### src/rtl/acp_pkg.sv
// acp_pkg: shared AXI3/ACP encodings, burst geometry and FSM states for the ACP stream engines.
package acp_pkg;

    localparam logic [1:0] AXI_BURST_INCR  = 2'b01;
    localparam logic [1:0] AXI_RESP_OKAY   = 2'b00;
    localparam logic [1:0] AXI_RESP_SLVERR = 2'b10;
    localparam logic [1:0] AXI_RESP_DECERR = 2'b11;
    localparam logic [2:0] AXI_SIZE_16B    = 3'b100;

    localparam logic [3:0] ACP_ARCACHE = 4'b1111;
    localparam logic [4:0] ACP_ARUSER  = 5'b00001;

    localparam int BEAT_BYTES = 16;
    localparam int PAGE_BEATS = 256;
    localparam int MAX_BURST  = 16;

    typedef enum logic [2:0] {
        S_IDLE,
        S_CALC,
        S_ADDR,
        S_DATA,
        S_FIN
    } state_e;

endpackage

### src/rtl/acp_burst_calc.sv
// acp_burst_calc: next burst length (min of 16, remaining beats, beats left in the 4 KB page)
// and the remaining/address values after that burst completes.
module acp_burst_calc
    import acp_pkg::*;
#(
    parameter int ADDR_W = 32,
    parameter int RW     = 11
) (
    input  logic [ADDR_W-1:0] addr_i,
    input  logic [RW-1:0]     rem_i,
    output logic [4:0]        blen_o,
    output logic [RW-1:0]     rem_o,
    output logic [ADDR_W-1:0] addr_o
);

    logic [8:0] page_left;
    logic [4:0] rem_cap;

    always_comb begin
        page_left = 9'(PAGE_BEATS) - {1'b0, addr_i[11:4]};
        rem_cap   = (rem_i > RW'(MAX_BURST)) ? 5'(MAX_BURST) : rem_i[4:0];
        // page_left only wins when it is <= 16, so its low 5 bits are exact
        blen_o    = ({4'b0, rem_cap} < page_left) ? rem_cap : page_left[4:0];
        rem_o     = rem_i - RW'(blen_o);
        addr_o    = addr_i + ADDR_W'(blen_o) * ADDR_W'(BEAT_BYTES);
    end

endmodule

### src/rtl/acp_read_to_bram.sv
// acp_read_to_bram: AXI3 read master that copies a contiguous HPS memory block through the ACP
// into an FPGA BRAM, one burst outstanding at a time, never crossing a 4 KB page.
module acp_read_to_bram
    import acp_pkg::*;
#(
    parameter int              ADDR_W    = 32,
    parameter int              DATA_W    = 128,
    parameter int              ID_W      = 8,
    parameter int              BRAM_AW   = 10,
    parameter logic [ID_W-1:0] AXI_ID    = '0,
    parameter logic [3:0]      ARCACHE_V = ACP_ARCACHE,
    parameter logic [4:0]      ARUSER_V  = ACP_ARUSER
) (
    input  logic               clk,
    input  logic               reset_n,
    input  logic               start,
    input  logic [31:0]        src_addr,
    input  logic [31:0]        byte_len,
    output logic               busy,
    output logic               done,
    output logic               err,
    output logic               irq,
    output logic [ID_W-1:0]    arid,
    output logic [ADDR_W-1:0]  araddr,
    output logic [3:0]         arlen,
    output logic [2:0]         arsize,
    output logic [1:0]         arburst,
    output logic [1:0]         arlock,
    output logic [3:0]         arcache,
    output logic [2:0]         arprot,
    output logic [4:0]         aruser,
    output logic               arvalid,
    input  logic               arready,
    input  logic [ID_W-1:0]    rid,
    input  logic [DATA_W-1:0]  rdata,
    input  logic [1:0]         rresp,
    input  logic               rlast,
    input  logic               rvalid,
    output logic               rready,
    output logic [BRAM_AW-1:0] bram_addr,
    output logic [DATA_W-1:0]  bram_wdata,
    output logic               bram_we
);

    localparam int          RW    = BRAM_AW + 1;
    localparam logic [27:0] N_MAX = 28'(2 ** BRAM_AW);

    state_e              state_q, state_d;
    logic [ADDR_W-1:0]   addr_q, addr_d, addr_nxt;
    logic [RW-1:0]       rem_q, rem_d, rem_nxt, n_start;
    logic [BRAM_AW-1:0]  ptr_q, ptr_d;
    logic [3:0]          beat_q, beat_d, arlen_q, arlen_d;
    logic                done_q, done_d, err_q, err_d;
    logic [4:0]          blen;
    logic                last_beat, beat_err;
    logic                unused_low;

    acp_burst_calc #(.ADDR_W(ADDR_W), .RW(RW)) u_calc (
        .addr_i (addr_q),
        .rem_i  (rem_q),
        .blen_o (blen),
        .rem_o  (rem_nxt),
        .addr_o (addr_nxt)
    );

    assign unused_low = ^{src_addr[3:0], byte_len[3:0]};
    assign n_start    = (byte_len[31:4] > N_MAX) ? RW'(N_MAX) : RW'(byte_len[31:4]);
    assign last_beat  = (beat_q == arlen_q);
    // rlast is only cross-checked; the beat counter alone closes the burst
    assign beat_err   = (rresp != AXI_RESP_OKAY) || (rid != AXI_ID) || (rlast != last_beat);

    always_ff @(posedge clk or negedge reset_n) begin
        if (!reset_n) begin
            state_q <= S_IDLE;
            addr_q  <= '0;
            rem_q   <= '0;
            ptr_q   <= '0;
            beat_q  <= '0;
            arlen_q <= '0;
            done_q  <= 1'b0;
            err_q   <= 1'b0;
        end else begin
            state_q <= state_d;
            addr_q  <= addr_d;
            rem_q   <= rem_d;
            ptr_q   <= ptr_d;
            beat_q  <= beat_d;
            arlen_q <= arlen_d;
            done_q  <= done_d;
            err_q   <= err_d;
        end
    end

    always_comb begin
        state_d = state_q;
        addr_d  = addr_q;
        rem_d   = rem_q;
        ptr_d   = ptr_q;
        beat_d  = beat_q;
        arlen_d = arlen_q;
        done_d  = done_q;
        err_d   = err_q;
        unique case (state_q)
            S_IDLE: if (start) begin
                addr_d  = ADDR_W'({src_addr[31:4], 4'b0000});
                rem_d   = n_start;
                ptr_d   = '0;
                beat_d  = '0;
                done_d  = 1'b0;
                err_d   = 1'b0;
                state_d = (n_start == '0) ? S_FIN : S_CALC;
            end
            S_CALC: begin
                arlen_d = 4'(blen - 5'd1);
                state_d = S_ADDR;
            end
            S_ADDR: if (arready) state_d = S_DATA;
            S_DATA: if (rvalid) begin
                ptr_d  = ptr_q + 1'b1;
                beat_d = beat_q + 1'b1;
                err_d  = err_q | beat_err;
                if (last_beat) begin
                    beat_d  = '0;
                    rem_d   = rem_nxt;
                    addr_d  = addr_nxt;
                    state_d = (rem_nxt == '0) ? S_FIN : S_CALC;
                end
            end
            S_FIN: begin
                done_d  = 1'b1;
                state_d = S_IDLE;
            end
            default: state_d = S_IDLE;
        endcase
    end

    assign busy       = (state_q == S_CALC) || (state_q == S_ADDR) || (state_q == S_DATA);
    assign done       = done_q | (state_q == S_FIN);
    assign err        = err_q;
    assign irq        = (state_q == S_FIN);
    assign arvalid    = (state_q == S_ADDR);
    assign rready     = (state_q == S_DATA);
    assign araddr     = addr_q;
    assign arlen      = arlen_q;
    assign bram_we    = rready & rvalid;
    assign bram_addr  = ptr_q;
    assign bram_wdata = bram_we ? rdata : '0;

    assign arid    = AXI_ID;
    assign arsize  = AXI_SIZE_16B;
    assign arburst = AXI_BURST_INCR;
    assign arlock  = 2'b00;
    assign arcache = ARCACHE_V;
    assign arprot  = 3'b000;
    assign aruser  = ARUSER_V;

endmodule

### config.mk
export PLATFORM = sky130hd
export DESIGN_NAME = acp_read_to_bram
export DESIGN_NICKNAME = d
export VERILOG_FILES = /design/src/rtl/acp_pkg.sv /design/src/rtl/acp_burst_calc.sv /design/src/rtl/acp_read_to_bram.sv
export SDC_FILE = /design/constraint.sdc
export NUM_CORES = 1
export LEC_CHECK = 0
export ABC_AREA = 1
export BUFFER_PORTS_ARGS = -buffer_cell sky130_fd_sc_hd__buf_2
export CAP_MARGIN = 30
export CORE_AREA = 2 2 159 161
export DETAILED_ROUTE_END_ITERATION = 10
export DIE_AREA = 0 0 161 163
export GPL_TIMING_DRIVEN = 0
export SLEW_MARGIN = 20
export SYNTH_ARGS = -nofsm -noshare
export SYNTH_HDL_FRONTEND = slang
export SYNTH_SLANG_ARGS = --single-unit
### constraint.sdc
create_clock -name clk -period 5.3 [get_ports clk]
set_input_delay 0.265 -clock clk [delete_from_list [all_inputs] [get_ports clk]]
set_output_delay 0.265 -clock clk [all_outputs]
set_load 0.02 [all_outputs]
==> flow_summary.yaml, run 1 <==
status:
  status: "completed"
sta:
  maxSlewViolCount: 0
  layout_min_cycle_time_ps: 4790
  setup_viol: 0
  skew_ps: 14.2
  setup-tns-final_ps: 0
  slew-limit-headroom: 0.480
  worst_slew_pin_slew_ps: 773
  hold_violations: 0
  fin_crit_sh: 0.903
  fmax_ghz: 0.209
  rsz0062_at_grt: "no"
yosys:
  async_flop_share: 1.00
  yosysSeqAreaShare: 0.253
  ys.flop_type: "dfrtp_1"
  ys_types: 47
  synth_edf_count: 0
  syn_area_per_cell_um2: 6.03
  yosysTopAreaCell: "dfrtp_1"
  syn_area_um2: 6130
  synthCells: 1017
  yosys_register_bits: 62
  synth_warnings: 0
  yosys-top-cells-area: "dfrtp_1 25%, inv_1 14%, nor2_1 13%, nand2_1 8.8%, nand3_1 4.3%"
  synth_top_area_share: 0.253
routing:
  drtIter0Drc: 525
  remaining_drc_errors: 0
  first_pass_iters: 5
  drt_wl_total_um: 34300
  wire_per_inst_um: 19.2
  vias: 8053
  via_per_inst: 4.51
  postRouteAntennaNets: 0
die:
  chipHeight_um: 163
  ios: 416
  die-area_um2: 26200
  core_um2: 24700
  start_util: 0.249
  fp.dieW_um: 161
  num_rows: 58
grt:
  gr-usage-met3: 0.0471
  grt_overflow: 0
  grt_pass1_vias: 7534
  use_met2: 0.422
  met1_usage: 0.304
  antenna_found_initial: 38
  gr-usage-all-layers: 0.252
  grt_pass1_wl_um: 47900
  grt_max_degree: 41
  grt_busiest_layer: "met2"
critical_path:
  timing.rr.end: "state_q[0]"
  rr_startpoint: "araddr[5]"
  arrival_ps: 5020
  reg2reg_depth: 30
  start_kind: "flop"
  path_class: "reg -> reg"
  cp.required_ps: 5540
  critPathMostFrequentCell: "nand2_1"
  cp_slowest_cell: "dfrtp_1"
  path_max_fanout: 10
  cp_num_buf_inv: 6
  timing.reg2reg.setup_slack_ps: 510
  crit_path_end_kind: "flop"
  critPathTopFamily: "simple AND/OR/NAND/NOR gates"
  critPathMaxStageDelay_ps: 530
finish:
  nets: 1662
  syn_to_final_growth_pct: 45.8
  num-fill-cells: 2804
  drive_gt1_frac: 0.328
clock_tree:
  clock_latency_ps: 350
  cts.clk_slew.worst_paths_ps: 70
  cts_buffers: 9
  cts.path.max_buffers: 2
  clock-root-buffer: "clkbuf_16"
  htree_levels: 3
  post_cts_buffers: 0
  cts.sinks: 62
  cts_tree: "yes"
placed_design:
  gp_congestion: 0.979
  hpwl_um: 29800
  port_buffers: 376
job:
  drv_cap: 0
power:
  leakage_nw: 5.41
  finalPower_mw: 4.14
  power.density_nw_per_um2: 463
  ir_drop_mv: 0.185
worst_hold_path:
  hold_path_end: "araddr[17]"
  worstHoldStart: "src_addr[17]"
  worstHoldPathCells: 3
  hold_path.class: "in -> reg"
==> how the worst max path moves through the flow <==
stage	start	end	slack, ps	cells past startpoint
after floorplan	araddr[4]	state_q[0]	1140	29
after global placement	araddr[4]	state_q[0]	620	29
after detailed placement	araddr[4]	state_q[0]	530	29
after CTS	araddr[4]	state_q[0]	500	29
after global routing	araddr[4]	state_q[0]	30	30
final	araddr[5]	state_q[0]	510	30
==> worst reg2reg max path: cells and delay by family (launching register included) <==
family / cells / cell delay [ps]
DFF: 1 / 530
AOI/OAI and AO/OA: 3 / 700
buffers and inverters: 6 / 480
and+or+nand+nor: 17 / 1790
adders and majority gates: 4 / 1180
==> through the flow <==
step | hold slack, ps | worst slack, ps | utilization | instances | instance area (um2)
after floorplan | -30.6 | 1140 | - | 1046 | 6240
after global placement | 459 | 623 | 0.346 | 1752 | 8540
after CTS | 184 | 502 | 0.361 | 1771 | 8900
final | 187 | 512 | 0.362 | 1785 | 8940
after global routing | 205 | 34.7 | 0.362 | 1784 | 8940
after detailed placement | 208 | 527 | 0.347 | 1754 | 8570
==> area by class of cell <==
type                    instances  area, um2  area share
diodes                         14       35.0     0.00392
plain buffers                  61        357      0.0399
clock buffers                   9        225      0.0252
clock inverters                 7       97.6      0.0109
inverters                     232        871      0.0974
multi-input cells             691       3460       0.387
flip-flops and latches         62       1550       0.174
well taps                     330        413      0.0462
repair buffers                379       1930       0.216
==> layer usage <==
metal / vias up / share of wire / wire length (um)
met5: - / 0.0042 / 143
met4: 20 / 0.051 / 1750
met3: 92 / 0.069 / 2370
met2: 365 / 0.48 / 16500
met1: 3648 / 0.40 / 13600
li1: 3928 / - / -
==> cell families after synthesis <==
kind of cell	after synthesis	synth area share
other	2	0.00122
DFF	62	0.253
xor gates and xnor gates	18	0.0257
adders and majority gates	18	0.0392
AOI/OAI and AO/OA	122	0.120
buffers and inverters	293	0.200
and+or+nand+nor	502	0.361
==> synth_stat cells (4+ instances only) <==
cell type    n
nand4_1     21
o22ai_1      7
nor3_1      16
nor2_2       4
a21oi_1     28
inv_2        8
o21ai_1     10
xor2_1      16
nor4_1      13
nand3_2      4
ha_1        16
buf_4       31
dfrtp_1     62
nor2_1     219
inv_1      224
nand2_2     15
a31oi_1      8
nand3_1     53
clkbuf_1    25
o21ai_0     44
nand2_1    143
o211ai_1     7
==> sequential cells by signal, indices dropped and copies added (netlist names) <==
register,cells
araddr,28
arlen,4
beat_q,4
bram_addr,10
done_q,1
err,1
rem_q,11
state_q,3
==> cells in the final DEF, fill, tap and decap left out, types with 9 or more instances in the layout <==
cell,count
a21oi_1,28
buf_2,379
buf_4,32
clkbuf_1,25
clkbuf_16,9
conb_1,31
dfrtp_1,62
diode_2,14
ha_1,16
inv_1,224
nand2_1,143
nand2_2,15
nand3_1,53
nand4_1,21
nor2_1,219
nor3_1,16
nor4_1,13
o21ai_0,43
o21ai_1,11
xor2_1,16
==> where the power goes <==
group / total, mW / switching [mW] / leakage (nW) / internal [mW]
Combinational: 2.54 / 1.75 / 4.49 / 0.792
Sequential: 0.933 / 0.256 / 0.771 / 0.677
Clock: 0.663 / 0.249 / 0.152 / 0.413
Total: 4.14 / 2.25 / 5.41 / 1.88
==> what timing repair did <==
item,in CTS,in global routing
gates resized for setup,0,1
endpoints found under the setup margin,0,1
hold endpoints to repair,22,0
hold buffers,1,0
(Power assumes the default switching activity.)
==> inputs of run 2 (changes only) <==
Settings changed: MAX_ROUTING_LAYER set to met4.
==> run 2 against run 1 <==
  * Global-route usage rose by 0.27 points
  * Cell area increased by 0.46%
  * First-iteration DRC count increased by 24%
  * Setup slack worse by 22 ps
  * Core utilization is 0.17 points higher
  * Combinational power is essentially flat
  * Critical path type unchanged
  * Highest routed layer is now met4
==> flow_summary.yaml, run 2 (synthesis results as in run 1) <==
job:
  drv_cap: 0
critical_path:
  critPathMostFrequentCell: "nand2_1"
  path_class: "reg -> reg"
  arrival_ps: 5040
  path_max_fanout: 10
  cp_slowest_cell: "o21ai_0"
  start_kind: "flop"
  rr_startpoint: "araddr[4]"
  critPathMaxStageDelay_ps: 460
  cp.required_ps: 5530
  crit_path_start: "araddr[4]"
  crit_path_end_kind: "flop"
  cp_num_buf_inv: 6
  critPathTopFamily: "simple AND/OR/NAND/NOR gates"
finish:
  post-route-cell-area_um2: 8980
  nets: 1662
  syn_to_final_growth_pct: 46.4
  layout_common_cells: "379 x buf_2, 224 x inv_1, 219 x nor2_1"
  layout_commonest_cell: "buf_2"
  largest_register_ffs: 28
  instances_no_fill: 1800
  drive_gt1_frac: 0.328
sta:
  fmax_ghz: 0.208
  setup_viol: 0
  setup-tns-final_ps: 0
  layout_min_cycle_time_ps: 4810
  hold_violations: 0
  skew_ps: 13.7
  slew-limit-headroom: 0.463
  maxSlewViolCount: 0
  rsz0062_at_grt: "no"
  fin_crit_sh: 0.908
  worst_slew_pin_slew_ps: 800
power:
  leakage_nw: 5.42
  ir_drop_mv: 0.174
  power.density_nw_per_um2: 463
  finalPower_mw: 4.16
placed_design:
  port_buffers: 376
  placed_area_um2: 8560
  place_inst: 1754
  gp_congestion: 1.00
  hpwl_um: 29600
worst_hold_path:
  hold_path.class: "in -> reg"
  worstHoldStart: "src_addr[15]"
die:
  die-area_um2: 26200
  ios: 416
  start_util: 0.249
  chipHeight_um: 163
  fp.dieW_um: 161
  num_rows: 58
  core_um2: 24700
routing:
  first_pass_iters: 7
  postRouteAntennaNets: 0
  drtIter0Drc: 649
  drt_wl_total_um: 34100
  via_per_inst: 4.50
  vias: 8093
  remaining_drc_errors: 0
  wire_per_inst_um: 19.0
grt:
  grt_max_degree: 33
  grt_overflow: 0
  grt_pass1_wl_um: 47200
  grt_pass1_vias: 7306
  antenna_found_initial: 40
  gr-usage-all-layers: 0.255
clock_tree:
  cts.path.max_buffers: 2
  cts.sinks: 62
  clock-root-buffer: "clkbuf_16"
  htree_levels: 3
  cts_buffers: 9
  cts_tree: "yes"
  cts.clk_slew.worst_paths_ps: 70
  clock_latency_ps: 350
  post_cts_buffers: 0
status:
  status: "completed"
-- run 2: cell count changes in the layout (fill, tap and decap cells not counted) --
cell | previous run | this run
clkbuf_8 | 0 | 2
clkinvlp_4 | 2 | 1
inv_6 | 1 | 0
buf_16 | 1 | 0
buf_12 | 0 | 1
diode_2 | 14 | 29
-- run 2: final timing paths --
check                               endpoint  slack (ps)  cells past startpoint
worst max-delay path              state_q[0]         490                     30
worst min-delay path              araddr[15]         190                      3
worst max register to register    state_q[0]         490                     30
worst min register to register  bram_addr[9]         480                      1
max in group asynchronous         state_q[1]        4330                      3
min in group asynchronous         araddr[10]         410                      2
-- run 2: per-stage QoR --
stage / hold slack, ps / utilization / worst slack (ps)
finish: 186 / 0.364 / 490
global route: 195 / 0.363 / 90.8
CTS: 180 / 0.361 / 462
detailed placement: 243 / 0.347 / 496
global placement: 462 / 0.346 / 617
floorplan: -30.6 / - / 1140
-- run 2: worst reg2reg max path: cells and delay by family (launching register included) --
family          cells  cell delay (ps)
fa+ha+maj           4             1210
simple gates       17             1760
compound gates      3              760
flops               1              450
buf+inv             6              520
-- run 2: per-layer routing --
metal  routed length [um]  vias to the layer above  track usage
met4                 1770                        0        0.135
li1                     -                     3957            -
met5                    0                        -            -
met2                16500                      346        0.414
met3                 2540                       73       0.0499
met1                13300                     3717        0.299
-- run 2: layout make-up --
| type | count | area [um2] |
|---|---|---|
| diodes | 29 | 72.6 |
| plain buffers | 61 | 357 |
| clock buffers | 11 | 253 |
| clock inverters | 5 | 81.3 |
| fillers | 2736 | 15700 |
| inverters | 232 | 871 |
| multi-input cells | 691 | 3460 |
| flip-flops and latches | 62 | 1550 |
| well taps | 330 | 413 |
| repair buffers | 379 | 1920 |
-- run 2: where the power goes --
group,switching (mW),internal (mW)
clock,0.243,0.438
sequential,0.257,0.677
combinational,1.75,0.792
-- run 2: what timing repair did --
action	CTS	global route
endpoints found under the hold margin	30	0
hold buffers	1	0
setup endpoints to repair	0	1
resized for setup	0	1
==> inputs of run 3 (changes only) <==
Settings changed: CORE_AREA 2 2 159 161 to 2 2 163 165, DIE_AREA 0 0 161 163 to 0 0 165 167.
Clock period 5.3 ns to 6.1 ns, I/O delays scaled along.
==> run 3 against run 2 <==
  * Setup slack better by 770 ps
  * Global-route usage shrank 1.6 points
  * Wire length decreased by 5.5%
  * Non-clock buffer count did not move
  * Combinational power down 13%
  * Critical endpoint unchanged
  * Highest routed layer unchanged
==> flow_summary.yaml, run 3 (synthesis results as in run 1) <==
status:
  status: "completed"
routing:
  vias: 8049
  drt_wl_total_um: 32300
  drtIter0Drc: 685
  via_per_inst: 4.51
  remaining_drc_errors: 0
  wire_per_inst_um: 18.1
  postRouteAntennaNets: 0
  first_pass_iters: 6
critical_path:
  crit_path_end_kind: "flop"
  path_class: "reg -> reg"
  arrival_ps: 5060
  start_kind: "flop"
  cp_num_buf_inv: 6
  critPathTopFamily: "simple AND/OR/NAND/NOR gates"
  cp_slowest_cell: "o21ai_0"
  path_max_fanout: 10
  cp.required_ps: 6320
  critPathMaxStageDelay_ps: 480
  critPathMostFrequentCell: "nand2_1"
  timing.reg2reg.setup_slack_ps: 1260
placed_design:
  gp_congestion: 0.981
  port_buffers: 376
  place_inst: 1758
  hpwl_um: 27800
finish:
  multi_input_area_um2: 3460
  num-fill-cells: 2859
  nets: 1662
  post-route-util: 0.347
  drive_gt1_frac: 0.328
  layout_common_cells: "378 x buf_2, 224 x inv_1, 219 x nor2_1"
  instances_no_fill: 1784
  layout_commonest_cell: "buf_2"
  largest_register_ffs: 28
  regArea_um2: 1550
  syn_to_final_growth_pct: 45.6
die:
  start_util: 0.238
  chipHeight_um: 167
  num_rows: 59
  ios: 416
  core_um2: 25800
  die-area_um2: 27600
  fp.dieW_um: 165
sta:
  maxSlewViolCount: 0
  fmax_ghz: 0.207
  hold_violations: 0
  slew-limit-headroom: 0.452
  rsz0062_at_grt: "no"
  skew_ps: 9.65
  layout_min_cycle_time_ps: 4840
  whs_ps: 241
  setup_viol: 0
  fin_crit_sh: 0.793
  setup-tns-final_ps: 0
  worst_slew_pin_slew_ps: 822
power:
  power.density_nw_per_um2: 402
  ir_drop_mv: 0.145
  finalPower_mw: 3.59
  leakage_nw: 5.41
worst_hold_path:
  hold_path.class: "in -> reg"
clock_tree:
  post_cts_buffers: 0
  clock_latency_ps: 340
  cts.path.max_buffers: 2
  clock-root-buffer: "clkbuf_16"
  htree_levels: 3
  cts_tree: "yes"
  cts.clk_slew.worst_paths_ps: 60
  cts_buffers: 9
  cts.sinks: 62
grt:
  grt_max_degree: 50
  gr-usage-all-layers: 0.239
  antenna_found_initial: 12
  grt_pass1_vias: 7615
  grt_pass1_wl_um: 47200
  grt_overflow: 0
job:
  drv_cap: 0
## run 3: where the power goes
| group | switching, mW | total, mW | internal (mW) |
|---|---|---|---|
| sequential | 0.220 | 0.809 | 0.589 |
| combinational | 1.53 | 2.22 | 0.689 |
| clock | 0.208 | 0.559 | 0.351 |
| total | 1.96 | 3.59 | 1.63 |
## run 3: what timing repair did
| action | CTS | global route |
|---|---|---|
| endpoints found under the hold margin | 13 | 0 |
| hold buffers | 1 | 0 |
| resized for setup | 0 | 0 |
## run 3: layer usage
| metal | part of all wire | track usage | up-vias |
|---|---|---|---|
| met5 | 0 | - | - |
| met3 | 0.089 | 0.0468 | 40 |
| met1 | 0.43 | 0.319 | 3708 |
| li1 | - | - | 3937 |
| met4 | 0.019 | 0.0601 | 0 |
| met2 | 0.46 | 0.369 | 364 |
## run 3: through the flow
step	area, um2	worst slack (ps)
floorplan	6240	1940
global placement	8540	1390
detailed placement	8570	1280
CTS	8900	1240
global route	8920	669
finish	8930	1260
## run 3: worst register-to-register path: cells and delay by family, from the launching register on
family	cells	cell delay, ps
AOI/OAI and AO/OA	3	710
DFF	1	460
and+or+nand+nor	17	1820
adders and majority gates	4	1210
buffers and inverters	6	530
## run 3: final cells by class
type	count	area share
antenna	8	0.00224
timing repair buffer	379	0.216
sequential	62	0.174
clock inverter	4	0.00603
clock buffer	12	0.0299
multi-input combinational	691	0.388
inverter	232	0.0975
buffer	61	0.0399
tap	335	0.0470
## run 3: path summary, 6_finish.rpt
kind	start	end	depth (start not counted)
min in group asynchronous	reset_n	araddr[29]	2
setup reg to reg	araddr[4]	state_q[0]	30
setup / recovery	araddr[4]	state_q[0]	30
hold / removal	src_addr[5]	araddr[5]	3
hold reg to reg	bram_addr[9]	bram_addr[9]	1
max in group asynchronous	reset_n	bram_addr[2]	3
